File: src/rtl/shift_seq_ctrl_pkg.sv
// Shared definitions for the shift-chain sequencer: FSM state codes and
// a counter-width helper.
package shift_seq_ctrl_pkg;

  // 3-bit state codes; codes 4..7 are illegal and recover to ST_IDLE.
  typedef enum logic [2:0] {
    ST_IDLE  = 3'd0,
    ST_SHIFT = 3'd1,
    ST_FLUSH = 3'd2,
    ST_DONE  = 3'd3
  } state_e;

  // Width of a counter that must hold values 0..n-1, never narrower than 1 bit.
  function automatic int unsigned cnt_w(input int unsigned n);
    return (n <= 1) ? 1 : $clog2(n);
  endfunction

endpackage

File: src/rtl/shift_seq_ctrl_if.sv
// Parallel-word valid/ready handshake into the shift sequencer.
interface shift_seq_ctrl_if #(
  parameter int unsigned WIDTH = 8
);
  logic             in_valid;
  logic [WIDTH-1:0] in_data;
  logic             in_ready;

  modport master (output in_valid, output in_data, input in_ready);
  modport slave  (input in_valid, input in_data, output in_ready);
endinterface

File: src/rtl/shift_seq_ctrl_bit_tick_gen.sv
// Bit-period divider: emits one tick every DIV clocks while run is high;
// the count is held at zero whenever run is low.
module bit_tick_gen
  import shift_seq_ctrl_pkg::*;
#(
  parameter int unsigned DIV = 1
) (
  input  logic clk,
  input  logic clr,
  input  logic run,
  output logic tick
);

  localparam int unsigned   DW       = cnt_w(DIV + 1);
  localparam logic [DW-1:0] DIV_LAST = DW'(DIV - 1);

  logic [DW-1:0] div_cnt_q, div_cnt_d;

  assign tick = run && (div_cnt_q == DIV_LAST);

  // Next divider count: clear when idle or at the end of a bit period.
  always_comb begin
    div_cnt_d = div_cnt_q;
    if (!run || (div_cnt_q == DIV_LAST)) begin
      div_cnt_d = '0;
    end else begin
      div_cnt_d = div_cnt_q + 1'b1;
    end
  end

  // Divider count register.
  always_ff @(posedge clk or negedge clr) begin
    if (!clr) begin
      div_cnt_q <= '0;
    end else begin
      div_cnt_q <= div_cnt_d;
    end
  end

endmodule

File: src/rtl/shift_seq_ctrl.sv
// Serial shift-chain sequencer: accepts a parallel word, drives it MSB-first
// onto the chain input with one shift strobe per bit period, appends DEPTH
// zero flush bits, then pulses done.
module shift_seq_ctrl
  import shift_seq_ctrl_pkg::*;
#(
  parameter int unsigned WIDTH = 8,
  parameter int unsigned DEPTH = 4,
  parameter int unsigned DIV   = 1
) (
  input  logic                   clk,
  input  logic                   clr,
  shift_seq_ctrl_if.slave        in_if,
  input  logic                   abort,
  output logic                   ser_out,
  output logic                   shift_en,
  output logic                   busy,
  output logic                   done
);

  localparam int unsigned   BW         = cnt_w(WIDTH);
  localparam int unsigned   FW         = cnt_w(DEPTH + 1);
  localparam logic [BW-1:0] BIT_LAST   = BW'(WIDTH - 1);
  localparam logic [FW-1:0] FLUSH_INIT = FW'((DEPTH == 0) ? 0 : DEPTH - 1);

  state_e           state_q, state_d;
  logic [WIDTH-1:0] shreg_q, shreg_d;
  logic [BW-1:0]    bit_cnt_q, bit_cnt_d;
  logic [FW-1:0]    flush_cnt_q, flush_cnt_d;
  // Goes high on the first edge after reset release; keeps in_ready low
  // until then without a combinational path from clr.
  logic             armed_q;
  logic             run;
  logic             tick;

  // Abort suppresses the tick and clears the divider in the same cycle.
  assign run      = ((state_q == ST_SHIFT) || (state_q == ST_FLUSH)) && !abort;
  assign shift_en = tick;

  bit_tick_gen #(
    .DIV (DIV)
  ) u_tick (
    .clk  (clk),
    .clr  (clr),
    .run  (run),
    .tick (tick)
  );

  // Next-state, datapath updates and per-state outputs.
  always_comb begin
    state_d        = state_q;
    shreg_d        = shreg_q;
    bit_cnt_d      = bit_cnt_q;
    flush_cnt_d    = flush_cnt_q;
    ser_out        = 1'b0;
    busy           = 1'b0;
    done           = 1'b0;
    in_if.in_ready = 1'b0;

    case (state_q)
      ST_IDLE: begin
        in_if.in_ready = armed_q;
        if (armed_q && in_if.in_valid && !abort) begin
          shreg_d   = in_if.in_data;
          bit_cnt_d = BIT_LAST;
          state_d   = ST_SHIFT;
        end
      end
      ST_SHIFT: begin
        busy    = 1'b1;
        ser_out = shreg_q[WIDTH-1];
        if (abort) begin
          shreg_d     = '0;
          bit_cnt_d   = '0;
          flush_cnt_d = '0;
          state_d     = ST_IDLE;
        end else if (tick) begin
          shreg_d = {shreg_q[WIDTH-2:0], 1'b0};
          if (bit_cnt_q == '0) begin
            if (DEPTH == 0) begin
              state_d = ST_DONE;
            end else begin
              flush_cnt_d = FLUSH_INIT;
              state_d     = ST_FLUSH;
            end
          end else begin
            bit_cnt_d = bit_cnt_q - 1'b1;
          end
        end
      end
      ST_FLUSH: begin
        busy = 1'b1;
        if (abort) begin
          shreg_d     = '0;
          bit_cnt_d   = '0;
          flush_cnt_d = '0;
          state_d     = ST_IDLE;
        end else if (tick) begin
          if (flush_cnt_q == '0) begin
            state_d = ST_DONE;
          end else begin
            flush_cnt_d = flush_cnt_q - 1'b1;
          end
        end
      end
      ST_DONE: begin
        done    = 1'b1;
        state_d = ST_IDLE;
      end
      default: begin
        state_d = ST_IDLE;
      end
    endcase
  end

  // State, shift register, counters and reset-release arming flag.
  always_ff @(posedge clk or negedge clr) begin
    if (!clr) begin
      state_q     <= ST_IDLE;
      shreg_q     <= '0;
      bit_cnt_q   <= '0;
      flush_cnt_q <= '0;
      armed_q     <= 1'b0;
    end else begin
      state_q     <= state_d;
      shreg_q     <= shreg_d;
      bit_cnt_q   <= bit_cnt_d;
      flush_cnt_q <= flush_cnt_d;
      armed_q     <= 1'b1;
    end
  end

endmodule

File: src/flat_wrapper.sv
// flat-port wrapper written by rule: the top's interface ports become plain ports
module shift_seq_ctrl_flat import shift_seq_ctrl_pkg::*;
#(
  parameter int unsigned WIDTH = 8,
  parameter int unsigned DEPTH = 4,
  parameter int unsigned DIV   = 1
)
  (clk, clr, abort, ser_out, shift_en, busy, done, in_if_in_valid, in_if_in_data, in_if_in_ready);
  shift_seq_ctrl_if #(.WIDTH(WIDTH)) in_if_i ();
  input  logic clk;
  input  logic clr;
  input  logic abort;
  output logic ser_out;
  output logic shift_en;
  output logic busy;
  output logic done;
  input wire logic [$bits(in_if_i.in_valid)-1:0] in_if_in_valid;
  input wire logic [$bits(in_if_i.in_data)-1:0] in_if_in_data;
  output wire logic [$bits(in_if_i.in_ready)-1:0] in_if_in_ready;
  assign in_if_i.in_valid = in_if_in_valid;
  assign in_if_i.in_data = in_if_in_data;
  assign in_if_in_ready = in_if_i.in_ready;
  shift_seq_ctrl #(.WIDTH(WIDTH), .DEPTH(DEPTH), .DIV(DIV)) u_core (.clk(clk), .clr(clr), .in_if(in_if_i), .abort(abort), .ser_out(ser_out), .shift_en(shift_en), .busy(busy), .done(done));
endmodule
File: config.mk
export PLATFORM = sky130hd
export DESIGN_NAME = shift_seq_ctrl_flat
export DESIGN_NICKNAME = d
export VERILOG_FILES = /design/src/rtl/shift_seq_ctrl_pkg.sv /design/src/rtl/shift_seq_ctrl_if.sv /design/src/rtl/shift_seq_ctrl_bit_tick_gen.sv /design/src/rtl/shift_seq_ctrl.sv /design/src/flat_wrapper.sv
export SDC_FILE = /design/constraint.sdc
export NUM_CORES = 1
export LEC_CHECK = 0
export CAP_MARGIN = 10
export CELL_PAD_IN_SITES_DETAIL_PLACEMENT = 1
export CELL_PAD_IN_SITES_GLOBAL_PLACEMENT = 1
export CORE_UTILIZATION = 43
export CTS_BUF_LIST = sky130_fd_sc_hd__clkbuf_4 sky130_fd_sc_hd__clkbuf_8 sky130_fd_sc_hd__clkbuf_16
export DETAILED_ROUTE_END_ITERATION = 8
export PLACE_DENSITY_LB_ADDON = 0.1
export SLEW_MARGIN = 20
export SYNTH_ARGS = -nofsm -noshare
export SYNTH_HDL_FRONTEND = slang
export SYNTH_SLANG_ARGS = --single-unit
File: constraint.sdc
create_clock -name clk -period 5.3 [get_ports clk]
set_input_delay 0.53 -clock clk [delete_from_list [all_inputs] [get_ports clk]]
set_output_delay 0.53 -clock clk [all_outputs]
set_load 0.01 [all_outputs]
# After elaboration in Yosys (flattened, before gate mapping)
# Cells that the tools add are included.
[op_classes]
add_sub_neg = 3
n_eq_ne = 11
mux = 31
bitwise = 1
n_reduce_logical = 18
[ops]
columns = ["op", "count"]
rows = [
  ["3-bit 2-to-1 mux", 18],
  ["8-bit 2-to-1 mux", 4],
  ["8-bit one-hot mux with 3 select lines", 1],
  ["3-bit inequality test, second input constant", 6],
  ["3-bit one-hot mux with 3 select lines", 2],
  ["5-bit AND reduction", 3],
  ["3-bit logical NOT", 3],
  ["3-bit by 2-bit == test with 1-bit output, second input constant", 2],
  ["3-bit one-hot mux with 2 select lines", 1],
  ["3-bit by 1-bit subtractor with 3-bit output, second input constant", 2],
  ["1-bit 2-to-1 mux", 5],
  ["1-bit logical AND", 4],
  ["4-bit AND reduction", 1],
  ["3-bit by 1-bit == test with 1-bit output, second input constant", 1],
  ["3-bit nonzero test", 1],
  ["1-bit logical NOT", 2],
  ["1-bit logical OR", 2],
  ["2-bit by 1-bit inequality test with 1-bit output, second input constant", 1],
  ["2-bit inequality test, second input constant", 1],
  ["2-bit nonzero test", 1],
  ["2-bit OR reduction", 1],
  ["1-bit adder, second input constant", 1],
  ["1-bit NOT", 1],
]
[word_totals]
register_bits = 19
input_bits = 12
wordCells = 70

# Depth between registers and ports, before layout
# Gate-level depths: netlist of the first run.
[logic_depth]
word_depth = 7
depth_mapped = 7
depth_no_buf = 7

# Hierarchy
# A second synthesis of the first run with hierarchy kept.
[hier_totals]
hier_cells = 115
area_unflattened_um2 = 1131.1
[modules_own_cells]
columns = ["module", "n_inst", "cells_each", "area_each_um2", "seq_area_each_um2"]
rows = [
  ["shift_seq_ctrl", 1, 112, 1088.5, 425.4],
  ["bit_tick_gen", 1, 3, 42.5, 25.0],
]

# Least setup slack after synthesis of the first run
# No wires, ideal clock.
[synth_path]
path_type = "register -> register"
start = "reg u_core.state_q[0]"
end = "reg u_core.flush_cnt_q[0]"
setup_time_ps = 125
arrival_time_ps = 1722
slack_ps = 3453
stages_incl_launch_ff = 7
path_buffers = 0
period_less_slack_ps = 1847
path_cell_list = "dfrtp_1 -> inv_1 -> ha_1 -> nand2b_1 -> a22oi_2 -> o211a_1 -> mux2_2"
[synth_between]
elab_chain_cells = 6
[synth_rtl]
columns = ["item", "line", "text"]
rows = [
  ["from (decl)", "shift_seq_ctrl.sv:26", "state_e state_q, state_d;"],
  ["from (signal assigned)", "shift_seq_ctrl.sv:125", "state_q <= state_d;"],
  ["3-bit by 1-bit == test with 1-bit output / 3-bit by 2-bit == test with 1-bit output (equally long branches)", "shift_seq_ctrl.sv:37, shift_seq_ctrl.sv:60", ""],
  ["1-bit logical OR", "shift_seq_ctrl.sv:37", "assign run = ((state_q == ST_SHIFT) || (state_q == ST_FLUSH)) && !abort;"],
  ["1-bit logical AND", "shift_seq_ctrl.sv:37", ""],
  ["1-bit logical AND", "shift_seq_ctrl_bit_tick_gen.sv:19", "assign tick = run && (div_cnt_q == DIV_LAST);"],
  ["3-bit inequality test (no line)", "n/a", ""],
  ["5-bit AND reduction (no line)", "n/a", ""],
  ["to (signal assigned)", "shift_seq_ctrl.sv:128", "flush_cnt_q <= flush_cnt_d;"],
  ["to (decl)", "shift_seq_ctrl.sv:29", "logic [FW-1:0] flush_cnt_q, flush_cnt_d;"],
]
# Several ways; a longest one is shown, not always the timed one.
# A chain may end at the register's enable or synchronous reset.

# Worst setup path in the final report of the first run
[layout_path]
start = "reg u_core.state_q[0]"
end = "out shift_en"
[layout_between]
elab_chain_cells = 4
[layout_rtl]
columns = ["item", "line", "text"]
rows = [
  ["3-bit by 1-bit == test with 1-bit output / 3-bit by 2-bit == test with 1-bit output (equally long branches)", "shift_seq_ctrl.sv:37", ""],
  ["1-bit logical OR *", "shift_seq_ctrl.sv:37", ""],
  ["1-bit logical AND *", "shift_seq_ctrl.sv:37", ""],
  ["1-bit logical AND *", "shift_seq_ctrl_bit_tick_gen.sv:19", ""],
  ["to (decl)", "flat_wrapper.sv:14", "output logic shift_en;"],
]
# Mark *: on every way between the ends. The rest lies on a longest branch, timed or not.

==> results.cfg, run 1 <==
[synthesis]
yosys.area_share.adder = 0.1054
syn_nets = 126
synth.avg_cell_area_um2 = 10.18
ys_warn_count = 0
yosys_register_bits = 18
yosysUniqueCellTypes = 26
postSynthCellCount = 105
synthMuxAreaShare = 0.1569
synth-compound-area-share = 0.1206
syn_area_mm2 = 0.001069
synth_top_family_by_area = multiplexers
yosys.area_share.simple = 0.1253
seq_area_frac_synth = 0.4215
synth-xor-area-share = 0

[worst_setup_path]
critPathCaptureType = primary output
startpoint_type = flop
slowest_stage = ha_1
cp_max_fo = 18
crit_family = buffers and inverters
cp_cell_sequence = inv_1, ha_1, nand2b_1, nor2_1, clkdlybuf4s50_1
critPathBufInv = 2
slowest_delay_ns = 0.62
path_class = flop to primary output
arrival_ns = 2.35
cp.required_ns = 4.77

[die]
row_count = 17
fp.dieH_um = 51.85
io_pins = 17
coreArea_mm2 = 0.002276
die_w_um = 51.85
die-area_mm2 = 0.002688
initial_utilization = 0.4695

[clock_network]
numCtsBuffers = 3
cts_hold_buf = 0
post_cts_buffers = 0
cts_tree = yes
clock_latency_ns = 0.31
path_clk_slew_ns = 0.12
cts.path.max_buffers = 2
cts-root-buf = clkbuf_4
cts.sinks = 18
htreeDepth = 1
post_cts_resized = 0

[power_and_ir_drop]
p_int_uw = 434.7
clockPowerShare = 0.124
finalPower_uw = 714.9
p_sw_uw = 280.2
seq_power_share = 0.316
leakagePower_uw = 0.0006031
powerDensity_mw_per_mm2 = 554.8
combPwrFrac = 0.560
vdd_drop_max_mv = 0.3396
p_sw_frac = 0.3919

[outcome]
status = completed

[timing]
slew_viol_final = 0
worst_slack_ns = 2.423
fin_crit_sh = 0.5428
worst_slew_pin_slew_ns = 0.8266
fmax_mhz = 347.6
min_period_ns = 2.877
hold_violations = 0
clock_skew_ns = 0.01457
tns_ns = 0
rsz0062_at_grt = false
slew_headroom = 0.4472
setup_violations = 0

[global_routing]
antenna_found_initial = 0
track_usage = 0.2073
grt_max_degree = 19
grt_pass1_wl_mm = 3.960
grt_pass1_vias = 858
overflow = 0

[placed_design]
post-place-ws_ns = 2.576
gp_congestion = 0.7458
io_buffers = 16
dp.cells = 147
postPlaceCellArea_mm2 = 0.001252
dp_hpwl_mm = 1.801

[route]
drt_pass1_iterations = 4
routed_wl_mm = 2.327
vias_per_cell = 5.325
drt_iter0_drc = 9
vias = 804
drc_errors = 0
wl_per_cell_um = 15.41
postRouteAntennaNets = 0

[layout]
instances_no_fill = 151
final_nets = 145
nFillCells = 263
drive_above_1_share = 0.1707
design_area_mm2 = 0.001289
seqCellArea_um2 = 450.4
diodes = 0
area_growth_pct = 20.61
multi_input_area_um2 = 550.5

[min_path]
hold_path.class = flop to flop

[job]
maxCapViolCount = 0
-- cell usage in the layout, fill, tap and decap left out, drive strengths merged, types with 2 or more instances in the layout --
cell type / instances
clkdlybuf4s50: 16
clkbuf: 4
a21oi: 4
nor2: 2
o21ai: 10
o22ai: 2
nand2b: 3
conb: 2
mux2: 14
nand2: 3
nor2b: 3
nand3b: 2
dfrtp: 18
ha: 9
nand3: 7
and2: 2
inv: 15
-- stage by stage --
stage | hold slack, ns | util
final | 0.5172 | 0.5662
after global routing | 0.5296 | 0.5662
after detailed placement | 0.4963 | 0.5503
after floorplan | 0.2344 | -
after global placement | 0.4841 | 0.5503
after CTS | 0.5205 | 0.5662
-- layer usage --
metal	track usage	wire (um)	vias up
met2	0.3547	1187	17
li1	-	-	388
met1	0.2509	1034	393
met3	0.02924	58	6
met4	0.1036	46	0
met5	0	0	-
-- cell usage after synthesis (all sizes together) --
cell	number	area, um2
nand3b	2	18.77
conb	2	7.510
ha	9	112.6
dfrtp	18	450.4
a22oi	1	12.51
nand2	3	11.26
nand2b	3	18.77
nor2	2	7.510
nand4b	1	8.760
inv	15	56.30
o211a	1	10.01
clkbuf	1	3.750
mux2i	1	10.01
buf	1	7.510
nand3	7	35.03
o21bai	1	7.510
o21ai	10	50.05
o211ai	1	7.510
nor2b	3	21.27
a21oi	4	20.02
mux2	14	157.7
o22ai	2	12.51
a2bb2oi	1	8.760
and2	2	12.51
-- worst register-to-register path, delay by kind of cell, from the launching register on --
family,cells,cell delay [ns]
adders and majority gates,1,0.30
muxes,1,0.38
and+or+nand+nor,2,0.94
DFF,1,0.45
buffers and inverters,1,0.10
AOI/OAI and AO/OA,1,0.25
-- registers in the layout, summed over array words and instances (netlist names) --
signal,flops
u_core.shreg_q,8
u_core.flush_cnt_q,3
u_core.state_q,2
u_core.bit_cnt_q,3
u_core.u_tick.div_cnt_q,1
u_core.armed_q,1
-- worst paths after layout --
| kind | start | to | slack, ns | cells past startpoint |
|---|---|---|---|---|
| worst max-delay path | u_core.state_q[0]$_DFFE_PN0P_ | shift_en | 2.42 | 5 |
| worst min-delay path | u_core.shreg_q[2]$_DFFE_PN0P_ | u_core.shreg_q[2]$_DFFE_PN0P_ | 0.52 | 1 |
| worst max register to register | u_core.state_q[1]$_DFFE_PN0P_ | u_core.shreg_q[6]$_DFFE_PN0P_ | 2.76 | 6 |
| worst min register to register | u_core.shreg_q[2]$_DFFE_PN0P_ | u_core.shreg_q[2]$_DFFE_PN0P_ | 0.52 | 1 |
| max in group asynchronous | clr | u_core.shreg_q[2]$_DFFE_PN0P_ | 4.09 | 1 |
| min in group asynchronous | clr | u_core.state_q[0]$_DFFE_PN0P_ | 0.68 | 1 |
-- final cells by class --
cell class / instances / share of cell area
Clock buffer: 4 / 0.02816
Inverter: 15 / 0.04369
Sequential cell: 18 / 0.3495
Tap cell: 28 / 0.02718
Timing Repair Buffer: 16 / 0.1243
Multi-Input combinational cell: 70 / 0.4272
-- kinds of logic after synthesis --
logic type / Yosys count
and+or+nand+nor: 23
AOI/OAI and AO/OA: 21
DFF: 18
buffers and inverters: 17
muxes: 15
adders and majority gates: 9
other: 2
-- power by group through the flow --
| stage | Clock [uW] | Combinational, uW | Sequential (uW) |
|---|---|---|---|
| finish | 88.4 | 401 | 226 |
| global route | 97.1 | 443 | 233 |
| CTS | 90.7 | 404 | 227 |
| detailed placement | 0 | 400 | 230 |
| global placement | 0 | 378 | 226 |
| floorplan | 0 | 295 | 219 |
No activity file was read; power rests on OpenSTA's default activity.
==> inputs of run 2 (changes only) <==
--- a/config.mk
+++ b/config.mk
@@ -8,7 +8,7 @@
 export CAP_MARGIN = 10
 export CELL_PAD_IN_SITES_DETAIL_PLACEMENT = 1
 export CELL_PAD_IN_SITES_GLOBAL_PLACEMENT = 1
-export CORE_UTILIZATION = 43
+export CORE_UTILIZATION = 36
 export CTS_BUF_LIST = sky130_fd_sc_hd__clkbuf_4 sky130_fd_sc_hd__clkbuf_8 sky130_fd_sc_hd__clkbuf_16
 export DETAILED_ROUTE_END_ITERATION = 8
 export PLACE_DENSITY_LB_ADDON = 0.1
==> constraint.sdc (replaced) <==
create_clock -name clk -period 2.6 [get_ports clk]
set_input_delay 0.26 -clock clk [delete_from_list [all_inputs] [get_ports clk]]
set_output_delay 0.26 -clock clk [all_outputs]
set_load 0.01 [all_outputs]
==> run 2 against run 1 <==
Against the previous run: clock power is 100% higher; power grew 100%; final cell count rose by 3.3%; worst hold slack worse by 0.096 ns; global-route usage down 5.1 points; sequential cell count stayed put; die area rose by 19%; cell area is 1.5% higher; clock skew fell by 0.011 ns; clock-buffer cell count unchanged; utilization down 9.6 points; first-iteration DRC count is 11% lower; critical path type unchanged; critical endpoint is now busy; largest cell class unchanged; largest power group unchanged.
==> results.cfg, run 2 (synthesis results as in run 1) <==
[timing]
fmax_mhz = 455.0
clock_skew_ns = 0.003729
setup_violations = 0
slew_viol_final = 0
slew_headroom = 0.4521
worst_slew_pin_slew_ns = 0.8193
min_period_ns = 2.198
fin_crit_sh = 0.8453
hold_violations = 0
tns_ns = 0
rsz0062_at_grt = false

[clock_network]
numCtsBuffers = 3
path_clk_slew_ns = 0.11
cts_tree = yes
cts.sinks = 18
cts_hold_buf = 0
htreeDepth = 1
post_cts_resized = 0
cts.path.max_buffers = 2
cts-root-buf = clkbuf_4
clock_latency_ns = 0.30
post_cts_buffers = 0

[power_and_ir_drop]
vdd_drop_max_mv = 0.5151
p_sw_frac = 0.3787
seq_power_share = 0.316
clockPowerShare = 0.123
powerDensity_mw_per_mm2 = 1110
leakagePower_uw = 0.0006132
combPwrFrac = 0.561
p_sw_uw = 549.8
p_int_uw = 902.0

[worst_setup_path]
crit_family = buffers and inverters
arrival_ns = 1.94
path_class = flop to primary output
startpoint_type = flop
slowest_stage = clkdlybuf4s50_1
r2r-end = u_core.bit_cnt_q[1]$_DFFE_PN0P_
rrSetupSlack_ns = 0.59
slowest_delay_ns = 0.56
critPathBufInv = 3
cp_num_cells = 4
cp_max_fo = 16
cp.required_ns = 2.34
reg2reg_from = u_core.state_q[1]$_DFFE_PN0P_
reg2reg_depth = 7
critPathCaptureType = primary output
cp_cell_sequence = inv_1, ha_1, buf_4, clkdlybuf4s50_1

[layout]
drive_above_1_share = 0.1840
mostFrequentLayoutCells = dfrtp_1 (18), clkdlybuf4s50_1 (16), inv_1 (15), mux2_2 (14), o21ai_0 (10)
final_common_cell = dfrtp_1
fin_util = 0.4701
largestRegisters = u_core.shreg_q (8), u_core.bit_cnt_q (3), u_core.flush_cnt_q (3)
largest_reg_flops = 8
final_nets = 147
top_register = u_core.shreg_q
nFillCells = 322
area_growth_pct = 22.36
diodes = 0

[die]
io_pins = 17
fp.dieH_um = 56.48
die-area_mm2 = 0.003190
initial_utilization = 0.3842
row_count = 19
coreArea_mm2 = 0.002781
die_w_um = 56.48

[route]
routed_wl_mm = 2.173
vias = 804
drt_pass1_iterations = 4
drc_errors = 0
wl_per_cell_um = 13.93
postRouteAntennaNets = 0
vias_per_cell = 5.154
drt_iter0_drc = 8

[outcome]
status = completed

[job]
maxCapViolCount = 0

[global_routing]
grt_max_degree = 19
antenna_found_initial = 0
grt_pass1_vias = 844
grt_pass1_wl_mm = 3.864
track_usage = 0.1564
overflow = 0

[placed_design]
io_buffers = 16
dp_hpwl_mm = 1.670
gp_congestion = 0.8055

[min_path]
hold_path.class = primary input to asynchronous set/reset pin
## run 2: worst max-delay path by stage
| stage | endpoint | startpoint | slack (ns) |
|---|---|---|---|
| after global routing | shift_en | u_core.state_q[1]$_DFFE_PN0P_ | 0.29 |
| after CTS | busy | u_core.state_q[0]$_DFFE_PN0P_ | 0.38 |
| after floorplan | u_core.flush_cnt_q[0]$_DFFE_PN0P_ | u_core.state_q[0]$_DFFE_PN0P_ | 0.75 |
| after detailed placement | u_core.shreg_q[7]$_DFFE_PN0P_ | abort | 0.54 |
| after global placement | u_core.shreg_q[4]$_DFFE_PN0P_ | abort | 0.55 |
| final | busy | u_core.state_q[0]$_DFFE_PN0P_ | 0.40 |
## run 2: power groups by stage
| stage | Combinational, uW | Clock, uW | Sequential, uW |
|---|---|---|---|
| detailed placement | 832 | 0 | 466 |
| global route | 911 | 199 | 475 |
| global placement | 808 | 0 | 461 |
| finish | 815 | 178 | 459 |
| CTS | 838 | 189 | 460 |
| floorplan | 601 | 0 | 446 |
## run 2: per-stage QoR
stage	hold WS [ns]	instances	power, uW	setup slack, ns	cell area, um2
after floorplan	-0.03559	105	1047	0.7532	1069
after global placement	0.4897	152	1269	0.5478	1271
after detailed placement	0.4946	152	1299	0.5366	1271
after CTS	0.4525	156	1486	0.3758	1308
after global routing	0.5004	156	1586	0.2877	1308
final	0.4212	156	1452	0.4021	1308
## run 2: area by class of cell
cell class                      instances  area, um2  area share
Timing Repair Buffer                   18      175.2      0.1340
Inverter                               15      56.30     0.04306
Multi-Input combinational cell         70      550.5      0.4211
Tap cell                               31      38.79     0.02967
Clock buffer                            4      36.28     0.02775
Sequential cell                        18      450.4      0.3445
## run 2: per-layer routing
layer / GRT usage / part of all wire / vias up / routed length (um)
met4: 0.07317 / 0.019 / 0 / 42
met5: 0 / 0 / - / 0
met2: 0.2655 / 0.49 / 14 / 1061
met3: 0.02765 / 0.029 / 4 / 64
li1: - / - / 396 / -
met1: 0.1909 / 0.46 / 390 / 1005
